===== src/rtl/seg7_disp_pkg.sv =====
// Shared types and constants for the multiplexed 7-segment display path.
// Segment bit 0 is segment a and bit 6 is segment g.
package seg7_disp_pkg;

    typedef logic [6:0] seg_t;
    typedef logic [1:0] digit_idx_t;

    typedef enum logic [1:0] {
        IDLE = 2'd0,
        ON   = 2'd1,
        GAP  = 2'd2
    } scan_state_t;

    localparam seg_t       SEG_ZERO  = 7'b0111111;
    localparam seg_t       SEG_BLANK = 7'h00;
    localparam logic [2:0] AN_OFF    = 3'b111;

endpackage


===== src/rtl/seg7_scan_timer.sv =====
// Dwell/gap down-counter: load the last count value, then count down.
// The terminal-count output is high while the count sits at zero.
module seg7_scan_timer #(
    parameter int CW = 2
) (
    input  logic          clk,
    input  logic          rst_n,
    input  logic          clear_i,
    input  logic          load_i,
    input  logic [CW-1:0] loadVal_i,
    output logic          tc_o
);

    logic [CW-1:0] count_q;

    always_ff @(posedge clk or negedge rst_n) begin
        if (!rst_n) begin
            count_q <= '0;
        end else if (clear_i) begin
            count_q <= '0;
        end else if (load_i) begin
            count_q <= loadVal_i;
        end else if (count_q != '0) begin
            count_q <= count_q - 1'b1;
        end
    end

    assign tc_o = (count_q == '0);

endmodule


===== src/rtl/seg7_scan_driver.sv =====
// Time-multiplexed driver for three 7-segment digits with inter-digit blanking,
// leading-zero suppression and tear-free pattern updates at frame boundaries.
module seg7_scan_driver
    import seg7_disp_pkg::*;
#(
    parameter int   DWELL_CYCLES   = 50000,
    parameter int   BLANK_CYCLES   = 1000,
    parameter bit   SEG_ACTIVE_LOW = 1'b0,
    parameter seg_t ZERO_PAT       = SEG_ZERO
) (
    input  logic       clk,
    input  logic       rst_n,
    input  logic       en,
    input  logic       load,
    input  logic [6:0] seg_units,
    input  logic [6:0] seg_tens,
    input  logic [6:0] seg_hund,
    input  logic       lz_blank,
    output logic [6:0] seg_out,
    output logic [2:0] an,
    output logic       frame_done
);

    localparam int            MAX_CYC    = (DWELL_CYCLES > BLANK_CYCLES) ? DWELL_CYCLES : BLANK_CYCLES;
    localparam int            CW         = $clog2((MAX_CYC > 2) ? MAX_CYC : 2);
    localparam logic [CW-1:0] DWELL_LAST = CW'(DWELL_CYCLES - 1);
    localparam logic [CW-1:0] GAP_LAST   = CW'((BLANK_CYCLES > 0) ? BLANK_CYCLES - 1 : 0);
    localparam seg_t          SEG_OFF    = SEG_ACTIVE_LOW ? ~SEG_BLANK : SEG_BLANK;

    scan_state_t   state_q, state_d;
    digit_idx_t    idx_q, idx_d;
    seg_t          pendUnits_q, pendTens_q, pendHund_q;
    seg_t          pendUnits_d, pendTens_d, pendHund_d;
    seg_t          actUnits_q, actTens_q, actHund_q;
    seg_t          actUnits_d, actTens_d, actHund_d;
    seg_t          segOut_q, segOut_d;
    logic [2:0]    an_q, an_d;
    logic          frameDone_q, frameDone_d;
    logic          frameStart, advance;
    logic          timerClear, timerLoad, timerTc;
    logic [CW-1:0] timerVal;
    logic          hundBlank, tensBlank, digitBlank;
    seg_t          segPat, segLit;

    seg7_scan_timer #(.CW(CW)) u_timer (
        .clk       (clk),
        .rst_n     (rst_n),
        .clear_i   (timerClear),
        .load_i    (timerLoad),
        .loadVal_i (timerVal),
        .tc_o      (timerTc)
    );

    always_comb begin
        state_d     = state_q;
        idx_d       = idx_q;
        frameStart  = 1'b0;
        frameDone_d = 1'b0;
        advance     = 1'b0;
        timerClear  = 1'b0;
        timerLoad   = 1'b0;
        timerVal    = DWELL_LAST;
        if (!en) begin
            state_d    = IDLE;
            idx_d      = '0;
            timerClear = 1'b1;
        end else begin
            case (state_q)
                IDLE: begin
                    state_d    = ON;
                    idx_d      = '0;
                    frameStart = 1'b1;
                    timerLoad  = 1'b1;
                end
                ON: begin
                    if (timerTc) begin
                        if (BLANK_CYCLES > 0) begin
                            state_d   = GAP;
                            timerLoad = 1'b1;
                            timerVal  = GAP_LAST;
                        end else begin
                            advance = 1'b1;
                        end
                    end
                end
                GAP: begin
                    if (timerTc) begin
                        advance = 1'b1;
                    end
                end
                default: state_d = IDLE;
            endcase
            // Leaving the hundreds slot wraps to units and opens a new frame.
            if (advance) begin
                state_d   = ON;
                timerLoad = 1'b1;
                timerVal  = DWELL_LAST;
                if (idx_q == 2'd2) begin
                    idx_d       = '0;
                    frameDone_d = 1'b1;
                    frameStart  = 1'b1;
                end else begin
                    idx_d = idx_q + 2'd1;
                end
            end
        end
    end

    // A load coinciding with a frame start bypasses the pending registers.
    always_comb begin
        pendUnits_d = load ? seg_units : pendUnits_q;
        pendTens_d  = load ? seg_tens  : pendTens_q;
        pendHund_d  = load ? seg_hund  : pendHund_q;
        actUnits_d  = actUnits_q;
        actTens_d   = actTens_q;
        actHund_d   = actHund_q;
        if (frameStart) begin
            actUnits_d = pendUnits_d;
            actTens_d  = pendTens_d;
            actHund_d  = pendHund_d;
        end
    end

    always_comb begin
        hundBlank = lz_blank && (actHund_d == ZERO_PAT);
        tensBlank = hundBlank && (actTens_d == ZERO_PAT);
        case (idx_d)
            2'd1:    begin segPat = actTens_d; digitBlank = tensBlank; end
            2'd2:    begin segPat = actHund_d; digitBlank = hundBlank; end
            default: begin segPat = actUnits_d; digitBlank = 1'b0;     end
        endcase
        segLit = ((state_d == ON) && !digitBlank) ? segPat : SEG_BLANK;
        segOut_d = SEG_ACTIVE_LOW ? ~segLit : segLit;
        if (state_d == ON) begin
            case (idx_d)
                2'd1:    an_d = 3'b101;
                2'd2:    an_d = 3'b011;
                default: an_d = 3'b110;
            endcase
        end else begin
            an_d = AN_OFF;
        end
    end

    always_ff @(posedge clk or negedge rst_n) begin
        if (!rst_n) begin
            state_q     <= IDLE;
            idx_q       <= '0;
            pendUnits_q <= ZERO_PAT;
            pendTens_q  <= ZERO_PAT;
            pendHund_q  <= ZERO_PAT;
            actUnits_q  <= ZERO_PAT;
            actTens_q   <= ZERO_PAT;
            actHund_q   <= ZERO_PAT;
            segOut_q    <= SEG_OFF;
            an_q        <= AN_OFF;
            frameDone_q <= 1'b0;
        end else begin
            state_q     <= state_d;
            idx_q       <= idx_d;
            pendUnits_q <= pendUnits_d;
            pendTens_q  <= pendTens_d;
            pendHund_q  <= pendHund_d;
            actUnits_q  <= actUnits_d;
            actTens_q   <= actTens_d;
            actHund_q   <= actHund_d;
            segOut_q    <= segOut_d;
            an_q        <= an_d;
            frameDone_q <= frameDone_d;
        end
    end

    assign seg_out    = segOut_q;
    assign an         = an_q;
    assign frame_done = frameDone_q;

endmodule


===== config.mk =====
export PLATFORM = sky130hd
export DESIGN_NAME = seg7_scan_driver
export DESIGN_NICKNAME = d
export VERILOG_FILES = /design/src/rtl/seg7_disp_pkg.sv /design/src/rtl/seg7_scan_timer.sv /design/src/rtl/seg7_scan_driver.sv
export SDC_FILE = /design/constraint.sdc
export NUM_CORES = 1
export LEC_CHECK = 0
export ABC_CLOCK_PERIOD_IN_PS = 4000
export CAP_MARGIN = 40
export CORE_MARGIN = 4
export CORE_UTILIZATION = 57
export DETAILED_ROUTE_END_ITERATION = 12
export PLACE_DENSITY_LB_ADDON = 0.1
export SLEW_MARGIN = 30
export SYNTH_ARGS = -nofsm -noshare
export SYNTH_HDL_FRONTEND = slang
export SYNTH_SLANG_ARGS = --single-unit

===== constraint.sdc =====
create_clock -name clk -period 4 [get_ports clk]
set_clock_uncertainty 0.05 [all_clocks]
set_input_delay 0.8 -clock clk [delete_from_list [all_inputs] [get_ports clk]]
set_output_delay 0.8 -clock clk [all_outputs]
set_load 0.05 [all_outputs]

==> metrics.md <==
| Metric | Value |
|---|---|
| Status | `completed` |
| RSZ-0062 raised after global routing | `no` |
| WP data arrival | `3980 ps` |
| Slew headroom | `46.6%` |
| Worst-path clk slew | `80 ps` |
| Seq/Total Area, Yosys | `52.3%` |
| Finished Core Util | `71.6%` |
| Fin crit share | `95.2%` |
| Routed vias/inst | `5.83` |
| Die area | `0.00763 mm2` |
| Share of layout cells above drive strength 1 | `24.2%` |
| Placed insts | `452` |
| Die Y | `87.3 um` |
| Number of enable flip-flop cells after synthesis | `0` |
| Vias | `2746` |
| YS warnings | `0` |
| Largest net degree at the start of global routing | `40` |
| Vias in the first global route | `2731` |
| Initial antenna violation count | `0` |
| Final Hold Fails | `0` |
| CP Max Fanout | `16` |
| TritonRoute pass-1 iters | `4` |
| Layout Cells excl Fill | `471` |
| End of the critical path | `seg_out[4]` |
| WL final | `7850 um` |
| Die width | `87.3 um` |
| Minimum period implied by the final worst setup slack | `3810 ps` |
| CP cell instances | `or4_4 -> nor4b_4 -> nand2_1 -> a21oi_2 -> o22ai_2 -> and2_1 -> ha_1 -> buf_4 -> nand2b_1 -> nor2_1 -> nand3_1 -> nor4_4 -> nor4b_4 -> buf_4 -> o31a_1` |
| Class of the worst hold path | `flop to flop` |
| Syn_nets | `377` |
| P_leak | `1.82 nW` |
| Post-Syn Instances | `347` |
| CTS root buffer | `clkbuf_8` |
| CP required | `4170 ps` |
| Num CTS Buffers | `9` |
| N_diodes | `0` |
| Max IR drop VDD | `0.000291 V` |
| CP Depth | `15` |
| Initial Utilization | `59.6%` |
| Cell Area, Placed | `0.00407 mm2` |
| Asr flop ratio synth | `100%` |
| GP Congestion | `0.870` |
| Fin Setup TNS | `0 ps` |
| Clock Path Buffers | `2` |
| RR Endpoint | `seg_out[4]` |
| Mean Syn Cell Area | `10.3 um2` |
| Crit path max-delay cell type | `or4_4` |
| # nets final | `421` |
| Flop2flop setup slack | `190 ps` |
| DRC | `0` |
| R2R cell count | `15` |
| Gr ovfl total | `0` |
| P&R area growth vs syn | `20.2%` |
| Slew @ Worst Pin | `794 ps` |
| Finish-stage setup viols | `0` |
| Post-synthesis register bit count | `73` |
| Max Freq | `263 MHz` |
| Clock latency on the worst-skew pair | `340 ps` |
| HPWL Detailed | `5550 um` |
| Clock sinks | `73` |
| Worst Path Buf+Inv | `2` |
| Wire per inst | `16.7 um` |
| Setup crit end kind | `flop` |
| Port buffer count | `36` |
| Hold Slack | `457 ps` |
| Max-Cap Viols | `0` |
| Pwr dens | `415 mW/mm2` |
| Synth unique cells | `48` |
| Primary FF master, synth | `dfstp_2` |
| Startpoint types | `flop` |
| Core area | `0.00603 mm2` |
| Mapped Area | `0.00359 mm2` |
| CP top delay family | `simple AND/OR/NAND/NOR gates` |
| Tot GR Track Use | `22.6%` |
| Hold buffers post-CTS | `0` |
| CTS HTree Levels | `3` |
| I/O pin count | `37` |
| FF-to-FF Start | `u_timer.count_q[10]` |
| Core Rows | `28` |
| CTS tree | `yes` |
| Initial DRC count | `138` |
| Fin. max-slew vios | `0` |
| Fin area | `0.00431 mm2` |
| Antenna Violating Nets Remaining | `0` |
| First-pass GRT wire length | `13400 um` |
| Max incr delay on CP | `570 ps` |
| Worst setup startpoint | `u_timer.count_q[10]` |
| Setup CP Type | `flop to flop` |
per-layer routing:
| layer | vias up | track usage (%) | wire [um] |
|---|---|---|---|
| li1 | 1310 | - | - |
| met1 | 1322 | 32.9 | 3750 |
| met2 | 95 | 33.1 | 3390 |
| met3 | 19 | 4.64 | 517 |
| met4 | 0 | 8.65 | 187 |
| met5 | - | 0 | 0 |
worst min path at each step:
stage,startpoint,end,slack (ps),cells after the start
2_1_floorplan,actUnits_q[6],actUnits_q[6],420,2
3_3_place_gp,actUnits_q[6],actUnits_q[6],440,2
3_5_place_dp,actUnits_q[6],actUnits_q[6],450,2
4_1_cts,actUnits_q[1],actUnits_q[1],460,2
5_1_grt,actUnits_q[3],actUnits_q[3],490,2
6_report,actUnits_q[1],actUnits_q[1],460,2
area by class of cell:
class | instances | area (um2)
timing repair buffer | 51 | 493
inverter | 10 | 37.5
tap | 75 | 93.8
clock buffer | 13 | 149
clock inverter | 3 | 42.5
multi-input combinational | 246 | 1620
sequential | 73 | 1880
fill | 480 | 1710
synth_stat cells (2+ instances only):
cell,n,area [um2]
nor2_1,69,259
dfstp_2,39,1020
dfrtp_1,34,851
a21oi_1,20,100
mux2_2,17,191
and3_1,16,100
nand2_1,16,60.1
clkbuf_1,11,41.3
inv_1,10,37.5
nand3_1,8,40.0
a22oi_1,7,52.6
o31a_1,7,61.3
mux2i_1,6,60.1
and2_1,5,31.3
nor4_1,5,31.3
xnor2_1,5,43.8
xor2_1,5,43.8
a221oi_1,4,35.0
buf_2,4,20.0
ha_1,4,50.1
nor2b_1,4,25.0
nor3_1,4,20.0
o21ai_0,4,20.0
a221oi_2,3,45.0
buf_4,3,22.5
nand3b_1,3,22.5
nand4_1,3,18.8
nand4b_1,3,26.3
o31ai_1,3,22.5
or4_1,3,22.5
a21boi_0,2,15.0
nor4b_4,2,47.6
o211a_1,2,20.0
o21a_1,2,15.0
where the power goes:
part	switching, mW	internal [mW]	total [mW]
Combinational	0.181	0.139	0.320
Clock	0.256	0.305	0.561
Sequential	0.0552	0.855	0.910
sequential cells by signal (all words and copies together) (netlist names):
name and cells:
state_q 2, actUnits_q 7, frame_done 1, pendHund_q 7, pendUnits_q 7, u_timer.count_q 16
an 3, pendTens_q 7, actTens_q 7, idx_q 2, seg_out 7, actHund_q 7
tightest hold or removal path: cells and delay by family, from the launching register on:
family / cells / cell delay, ps
DFF: 1 / 370
and+or+nand+nor: 2 / 140
cell usage in the layout, fill, tap and decap left out, types with 2 or more instances in the layout:
cell	synthesis	layout
a21boi_0	2	2
nand2_1	16	16
and2_1	5	5
nor4_1	5	4
nand4_1	3	3
nor2_1	69	69
o31ai_1	3	3
nand4b_1	3	3
nand3_1	8	8
nor3_1	4	4
or4_1	3	3
clkbuf_8	0	10
o21a_1	2	2
buf_12	0	2
o21ai_0	4	4
buf_4	3	13
mux2_2	17	17
ha_1	4	4
nor2b_1	4	4
o211a_1	2	2
a221oi_2	3	3
dfrtp_1	34	34
nor4b_4	2	2
o31a_1	7	7
xor2_1	5	5
and3_1	16	16
dfstp_2	39	39
clkdlybuf4s50_1	0	35
nand3b_1	3	3
a21oi_1	20	20
inv_1	10	10
mux2i_1	6	6
a22oi_1	7	7
clkbuf_1	11	3
xnor2_1	5	5
a221oi_1	4	4
logic make-up (layout without fill, tap and decap cells):
logic type | count (synthesis) | after routing | share of synthesized area (%)
compound gates | 59 | 59 | 11.9
xor+xnor | 10 | 10 | 2.44
fa+ha+maj | 4 | 4 | 1.39
buf+inv | 28 | 77 | 3.38
flops | 73 | 73 | 52.3
mux | 23 | 23 | 7.01
simple gates | 150 | 150 | 21.6
metrics by stage:
step,power (mW),setup slack (ps)
final,1.79,193
after global routing,1.88,18.6
after CTS,1.80,118
after detailed placement,1.23,152
after global placement,1.23,214
after floorplan,1.11,417
timing repair:
item,CTS,global route
buffers inserted,0,2
gates resized for setup,0,3
setup endpoints to repair,0,7
No activity file was read; power rests on OpenSTA's default activity.
